[config.mk]
export PLATFORM = sky130hd
export DESIGN_NAME = rdp_tag_sched
export DESIGN_NICKNAME = d
export VERILOG_FILES = /design/src/rtl/rdp_tag_sched.sv
export SDC_FILE = /design/constraint.sdc
export NUM_CORES = 1
export LEC_CHECK = 0
export BUFFER_PORTS_ARGS = -buffer_cell sky130_fd_sc_hd__buf_4
export CAP_MARGIN = 15
export CORE_ASPECT_RATIO = 2
export CORE_MARGIN = 3
export CORE_UTILIZATION = 49
export DETAILED_ROUTE_END_ITERATION = 6
export PLACE_DENSITY_LB_ADDON = 0.08
export SETUP_SLACK_MARGIN = 0.1
export SKIP_LAST_GASP = 1
export SLEW_MARGIN = 20
export SYNTH_ARGS = -nofsm -noshare
export SYNTH_HDL_FRONTEND = slang
export SYNTH_SLANG_ARGS = --single-unit
[constraint.sdc]
create_clock -name clk -period 3.17 [get_ports clk]
set_input_delay 0.4755 -clock clk [delete_from_list [all_inputs] [get_ports clk]]
set_output_delay 0.4755 -clock clk [all_outputs]
set_load 0.02 [all_outputs]
[src/rtl/rdp_tag_sched.sv]
// rdp_tag_sched: return-data-path tag scheduler.
// Keeps a small table of outstanding WU tags, matches upstream stack-bus packets
// against it, forwards matched packets to the NoC data path and issues one
// completion beat per packet on the NoC control path. Unmatched packets are dropped
// and counted.
module rdp_tag_sched #(
    parameter int unsigned NUM_TAGS = 4,
    parameter int unsigned TAG_W    = 5,
    parameter int unsigned LANE_W   = 5,
    parameter int unsigned DATA_W   = 64
) (
    input  logic                clk,
    input  logic                reset_poweron_n,
    // WU decoder descriptors
    input  logic                wud__rts__valid,
    output logic                rts__wud__ready,
    input  logic [TAG_W-1:0]    wud__rts__tag,
    input  logic [LANE_W-1:0]   wud__rts__laneId,
    // upstream stack-bus packets
    input  logic                stuc__rts__valid,
    output logic                rts__stuc__ready,
    input  logic [1:0]          stuc__rts__cntl,
    input  logic [TAG_W-1:0]    stuc__rts__tag,
    input  logic [DATA_W-1:0]   stuc__rts__data,
    // NoC data path
    input  logic                noc__rts__dp_ready,
    output logic                rts__noc__dp_valid,
    output logic [1:0]          rts__noc__dp_cntl,
    output logic [LANE_W-1:0]   rts__noc__dp_laneId,
    output logic [DATA_W-1:0]   rts__noc__dp_data,
    // NoC control path (completions)
    input  logic                noc__rts__cp_ready,
    output logic                rts__noc__cp_valid,
    output logic [TAG_W+7:0]    rts__noc__cp_data,
    // error reporting
    output logic                rts__err_unmatched,
    output logic                rts__err_dup,
    output logic [15:0]         rts__unmatched_cnt
);

    localparam int unsigned IDX_W = (NUM_TAGS > 1) ? $clog2(NUM_TAGS) : 1;
    localparam int unsigned BCNT_W = 8;
    localparam int unsigned UCNT_W = 16;

    // Stack-bus framing codes (MOM = 2'd1 needs no explicit decode here)
    localparam logic [1:0] CNTL_SOM     = 2'd0;
    localparam logic [1:0] CNTL_EOM     = 2'd2;
    localparam logic [1:0] CNTL_SOM_EOM = 2'd3;

    typedef enum logic [1:0] {
        ST_IDLE = 2'd0,
        ST_FWD  = 2'd1,
        ST_DROP = 2'd2,
        ST_CMPL = 2'd3
    } state_e;

    state_e                 state_q;
    logic [NUM_TAGS-1:0]    vld_q;
    logic [TAG_W-1:0]       tag_q  [NUM_TAGS];
    logic [LANE_W-1:0]      lane_q [NUM_TAGS];
    logic [IDX_W-1:0]       cur_idx_q;
    logic [LANE_W-1:0]      cur_lane_q;
    logic [BCNT_W-1:0]      beat_cnt_q;
    logic                   err_unmatched_q;
    logic                   err_dup_q;
    logic [UCNT_W-1:0]      unmatched_cnt_q;

    logic                   free_any;
    logic [IDX_W-1:0]       free_idx;
    logic                   dup_hit;
    logic                   hit;
    logic [IDX_W-1:0]       hit_idx;
    logic                   is_som;
    logic                   desc_xfer;
    logic                   up_xfer;
    logic                   cp_xfer;

    // Table scan: lowest free entry, duplicate check and CAM lookup (lowest hit wins)
    always_comb begin
        free_any = 1'b0;
        free_idx = '0;
        dup_hit  = 1'b0;
        hit      = 1'b0;
        hit_idx  = '0;
        for (int i = int'(NUM_TAGS) - 1; i >= 0; i--) begin
            if (!vld_q[i]) begin
                free_any = 1'b1;
                free_idx = IDX_W'(i);
            end
            if (vld_q[i] && (tag_q[i] == wud__rts__tag)) begin
                dup_hit = 1'b1;
            end
            if (vld_q[i] && (tag_q[i] == stuc__rts__tag)) begin
                hit     = 1'b1;
                hit_idx = IDX_W'(i);
            end
        end
    end

    // Handshakes and the combinational stuc-to-dp pass-through
    always_comb begin
        is_som = (stuc__rts__cntl == CNTL_SOM) || (stuc__rts__cntl == CNTL_SOM_EOM);

        rts__stuc__ready = 1'b0;
        unique case (state_q)
            ST_IDLE: rts__stuc__ready = noc__rts__dp_ready;
            ST_FWD:  rts__stuc__ready = noc__rts__dp_ready;
            ST_DROP: rts__stuc__ready = 1'b1;
            default: rts__stuc__ready = 1'b0;
        endcase

        rts__wud__ready    = free_any;
        desc_xfer          = wud__rts__valid && free_any;
        up_xfer            = stuc__rts__valid && rts__stuc__ready;
        cp_xfer            = (state_q == ST_CMPL) && noc__rts__cp_ready;

        rts__noc__dp_valid  = stuc__rts__valid &&
                              ((state_q == ST_FWD) || ((state_q == ST_IDLE) && is_som && hit));
        rts__noc__dp_cntl   = stuc__rts__cntl;
        rts__noc__dp_data   = stuc__rts__data;
        rts__noc__dp_laneId = (state_q == ST_FWD) ? cur_lane_q : lane_q[hit_idx];
    end

    // Table, packet sequencer, error pulses and drop counter
    always_ff @(posedge clk or negedge reset_poweron_n) begin
        if (!reset_poweron_n) begin
            state_q         <= ST_IDLE;
            vld_q           <= '0;
            for (int i = 0; i < int'(NUM_TAGS); i++) begin
                tag_q[i]  <= '0;
                lane_q[i] <= '0;
            end
            cur_idx_q       <= '0;
            cur_lane_q      <= '0;
            beat_cnt_q      <= '0;
            err_unmatched_q <= 1'b0;
            err_dup_q       <= 1'b0;
            unmatched_cnt_q <= '0;
        end else begin
            err_unmatched_q <= 1'b0;
            err_dup_q       <= 1'b0;

            // Release of the completed entry; allocation below never targets it
            // because free_idx is derived from the pre-release valid bits.
            if (cp_xfer) begin
                vld_q[cur_idx_q] <= 1'b0;
            end
            if (desc_xfer) begin
                if (dup_hit) begin
                    err_dup_q <= 1'b1;
                end else begin
                    vld_q[free_idx]  <= 1'b1;
                    tag_q[free_idx]  <= wud__rts__tag;
                    lane_q[free_idx] <= wud__rts__laneId;
                end
            end

            unique case (state_q)
                ST_IDLE: begin
                    // Non-header beats here are stray protocol errors and are simply consumed
                    if (up_xfer && is_som) begin
                        if (hit) begin
                            cur_idx_q  <= hit_idx;
                            cur_lane_q <= lane_q[hit_idx];
                            beat_cnt_q <= BCNT_W'(1);
                            state_q    <= (stuc__rts__cntl == CNTL_SOM_EOM) ? ST_CMPL : ST_FWD;
                        end else begin
                            err_unmatched_q <= 1'b1;
                            if (unmatched_cnt_q != {UCNT_W{1'b1}}) begin
                                unmatched_cnt_q <= unmatched_cnt_q + UCNT_W'(1);
                            end
                            if (stuc__rts__cntl == CNTL_SOM) begin
                                state_q <= ST_DROP;
                            end
                        end
                    end
                end
                ST_FWD: begin
                    if (up_xfer) begin
                        if (beat_cnt_q != {BCNT_W{1'b1}}) begin
                            beat_cnt_q <= beat_cnt_q + BCNT_W'(1);
                        end
                        if (stuc__rts__cntl == CNTL_EOM) begin
                            state_q <= ST_CMPL;
                        end
                    end
                end
                ST_DROP: begin
                    if (up_xfer && (stuc__rts__cntl == CNTL_EOM)) begin
                        state_q <= ST_IDLE;
                    end
                end
                default: begin
                    if (cp_xfer) begin
                        state_q <= ST_IDLE;
                    end
                end
            endcase
        end
    end

    assign rts__noc__cp_valid = (state_q == ST_CMPL);
    assign rts__noc__cp_data  = {tag_q[cur_idx_q], beat_cnt_q};
    assign rts__err_unmatched = err_unmatched_q;
    assign rts__err_dup       = err_dup_q;
    assign rts__unmatched_cnt = unmatched_cnt_q;

endmodule

==> key figures <==
Outcome
  • Result of the run: finished clean

Worst setup path
  • Worst setup path end: rts__noc__dp_valid
  • Reg2Reg Setup Slack: 760 ps
  • Startpoint of the worst register-to-register path: rts__unmatched_cnt[7]$_DFFE_PN0P_
  • Arrival time reported for the critical path endpoint: 2410 ps
  • Crit end category: primary output
  • Endpoint of the most critical register-to-register path: rts__unmatched_cnt[8]$_DFFE_PN0P_
  • CP startpoint kind: register
  • Worst Setup SP: tag_q[13]$_DFFE_PN0P_
  • Setup Crit Path Kind: reg -> out
  • Count of cells along the worst register-to-register path: 6
  • Crit-path max FO: 14
  • Required time of the critical path: 2690 ps

CTS
  • Number of buffers created by CTS: 9
  • Clock root buffer: clkbuf_16
  • Maximum count of clock buffers along a single path: 2
  • Quantity of hold-fixing buffers added after cts: 0
  • Count of buffers added by post-CTS timing repair for setup: 0
  • Clock Sinks: 79
  • TritonCTS clock tree: yes
  • H-Tree Depth: 3
  • Number of cells upsized or downsized after cts: 1
  • Clk Latency, worst-skew pair: 330 ps
  • Clock edge transition at the registers on the reported setup and hold paths: 60 ps

Cells and area
  • Final design utilization: 0.560
  • Net count of the finished layout: 563
  • Number of inserted filler cells in the final layout: 883
  • Top library cells by usage in the layout, fill and taps aside: dfrtp_1, buf_4, mux2_2
  • Most common library cell in the layout ignoring fill and taps: dfrtp_1
  • Diode insertion count for antenna repair: 0
  • Count of placed standard cells in the final layout, fillers left out: 605
  • Share of cells above drive strength 1: 0.322
  • Layout-stage area growth over the synthesis result: 9.72%

Min path
  • Type of the tightest min-delay check: in -> async

Logic synthesis
  • Leading register cell type out of synthesis: dfrtp_1
  • Post-synthesis sequential area ratio: 0.408
  • Area of the mapped netlist: 0.00485 mm^2
  • Avg Synthesized Cell Area: 10.3 um^2
  • Flop and latch count out of synthesis: 79
  • Fraction of registers with async set or reset after synthesis: 1.00
  • Synthesized instance count: 472
  • Number of flops mapped to enable cells by yosys: 0
  • Post-synthesis cell type count: 46
  • Post-Syn Nets: 564
  • Yosys synthesis warning count: 0

STA
  • Peak clock frequency supported by timing: 346 MHz
  • Total setup violations reported at the end of the flow: 0
  • Setup skew after layout: 4.64 ps
  • Minimum period implied by the final worst setup slack: 2890 ps
  • Count of pins over their slew limit: 0
  • Final hold violations: 0
  • Slew at the pin closest to its max-slew limit: 803 ps
  • Worst slew slack as a fraction of its limit: 0.463
  • Setup repair after global routing missed its margin: false
  • Fin crit share: 0.911
  • Setup tns final: 0 ps

Die
  • I/O pin cnt: 193
  • Floorplan die area: 0.0112 mm^2
  • DIE WIDTH: 76.4 um
  • Initial Utilization: 0.510
  • Row Count: 50
  • Die Span Y: 147 um
  • Area of the placeable core: 0.00951 mm^2

GRT
  • Number of antenna violations at the first check in global routing: 0
  • Overall global routing resource usage: 0.211
  • Vias in the first global route: 3616
  • Maximum number of pins on one net before global-route repair: 80
  • Wire length of the first global-routing pass: 18700 um
  • Final global-route overflow total: 0

Drt
  • Post-Route WL: 11400 um
  • DRT iter0 DRCs: 201
  • Remaining antenna violation count after routing: 0
  • Number of vias after detailed routing: 3413
  • Post-route DRC violation count: 0
  • DR vias/cell: 5.64
  • Detailed Routing Iterations Pass 1: 4
  • Average routed wire per standard cell: 18.8 um

Power and ir drop
  • Power density over cell area: 930 mW/mm^2
  • VDD IR max: 499 uV
  • Static leakage: 2.42 nW

Run
  • Max-cap violations: 0

Place
  • RD Place Congestion: 0.825
  • Number of input and output port buffers inserted: 64
  • Half-perimeter wire length of the detailed placement result: 8310 um
  • Count of placed standard cells including taps: 589
state kept, by name (all words and copies together) (netlist names):
register and cells:
rts__err_unmatched 1, rts__unmatched_cnt 16, cur_lane_q 5, tag_q 20, state_q 2, beat_cnt_q 8
rts__err_dup 1, lane_q 20, vld_q 4, cur_idx_q 2
worst min-delay path by stage:
stage / to
floorplan: beat_cnt_q[0]$_DFFE_PN0P_
global placement: cur_lane_q[4]$_DFFE_PN0P_
detailed placement: rts__unmatched_cnt[11]$_DFFE_PN0P_
CTS: beat_cnt_q[3]$_DFFE_PN0P_
global route: beat_cnt_q[2]$_DFFE_PN0P_
finish: beat_cnt_q[2]$_DFFE_PN0P_
power by group:
part           switching [W]  internal [W]  total (W)
clock               0.000391      0.000647    0.00104
sequential          0.000436       0.00138    0.00182
combinational        0.00104       0.00106    0.00210
kinds of logic after synthesis:
kind of cell               share of synthesized area
buffers and inverters                          0.131
DFF                                            0.408
xor gates and xnor gates                      0.0993
muxes                                          0.116
adders and majority gates                     0.0129
AOI/OAI and AO/OA                             0.0892
and+or+nand+nor                                0.144
critical path, cell delays in order (launching register included):
cell and delay [ps]:
dfrtp_1 440, xor2_1 190, nor4_1 400, and3_4 350, or3_4 160, a21oi_1 60
nor3b_1 280, buf_4 200
Yosys cell counts, types with 10 or more instances:
library cell	n	area, um^2
dfrtp_1	79	1980
buf_4	67	503
mux2_2	40	450
xor2_1	39	342
nand2_1	36	135
o21ai_0	24	120
nor2_1	22	82.6
xnor2_1	16	140
nand3_1	14	70.1
a21oi_1	13	65.1
nor4_1	11	68.8
and3_1	10	62.6
clkbuf_1	10	37.5
layer usage:
layer / share of wire / global-route usage / vias up
li1: - / - / 1584
met1: 0.37 / 0.227 / 1676
met2: 0.55 / 0.372 / 111
met3: 0.047 / 0.0521 / 42
met4: 0.040 / 0.123 / 0
met5: 0 / 0 / -
layout make-up:
type | count | area, um^2 | area share
Inverter | 7 | 26.3 | 0.00494
Timing Repair Buffer | 75 | 576 | 0.108
Clock buffer | 12 | 256 | 0.0482
Multi-Input combinational cell | 299 | 2280 | 0.429
Tap cell | 130 | 163 | 0.0306
Sequential cell | 79 | 1980 | 0.371
Clock inverter | 3 | 42.5 | 0.00799
metrics by stage:
stage               hold WS, ps  setup slack [ps]  area (um^2)  power [W]
floorplan                   180               356         4850    0.00329
global placement            480               334         4960    0.00386
detailed placement          487               277         4960    0.00390
CTS                         354               107         5270    0.00496
global route                158               138         5320    0.00526
finish                      131               281         5320    0.00495
(Power assumes the default switching activity.)
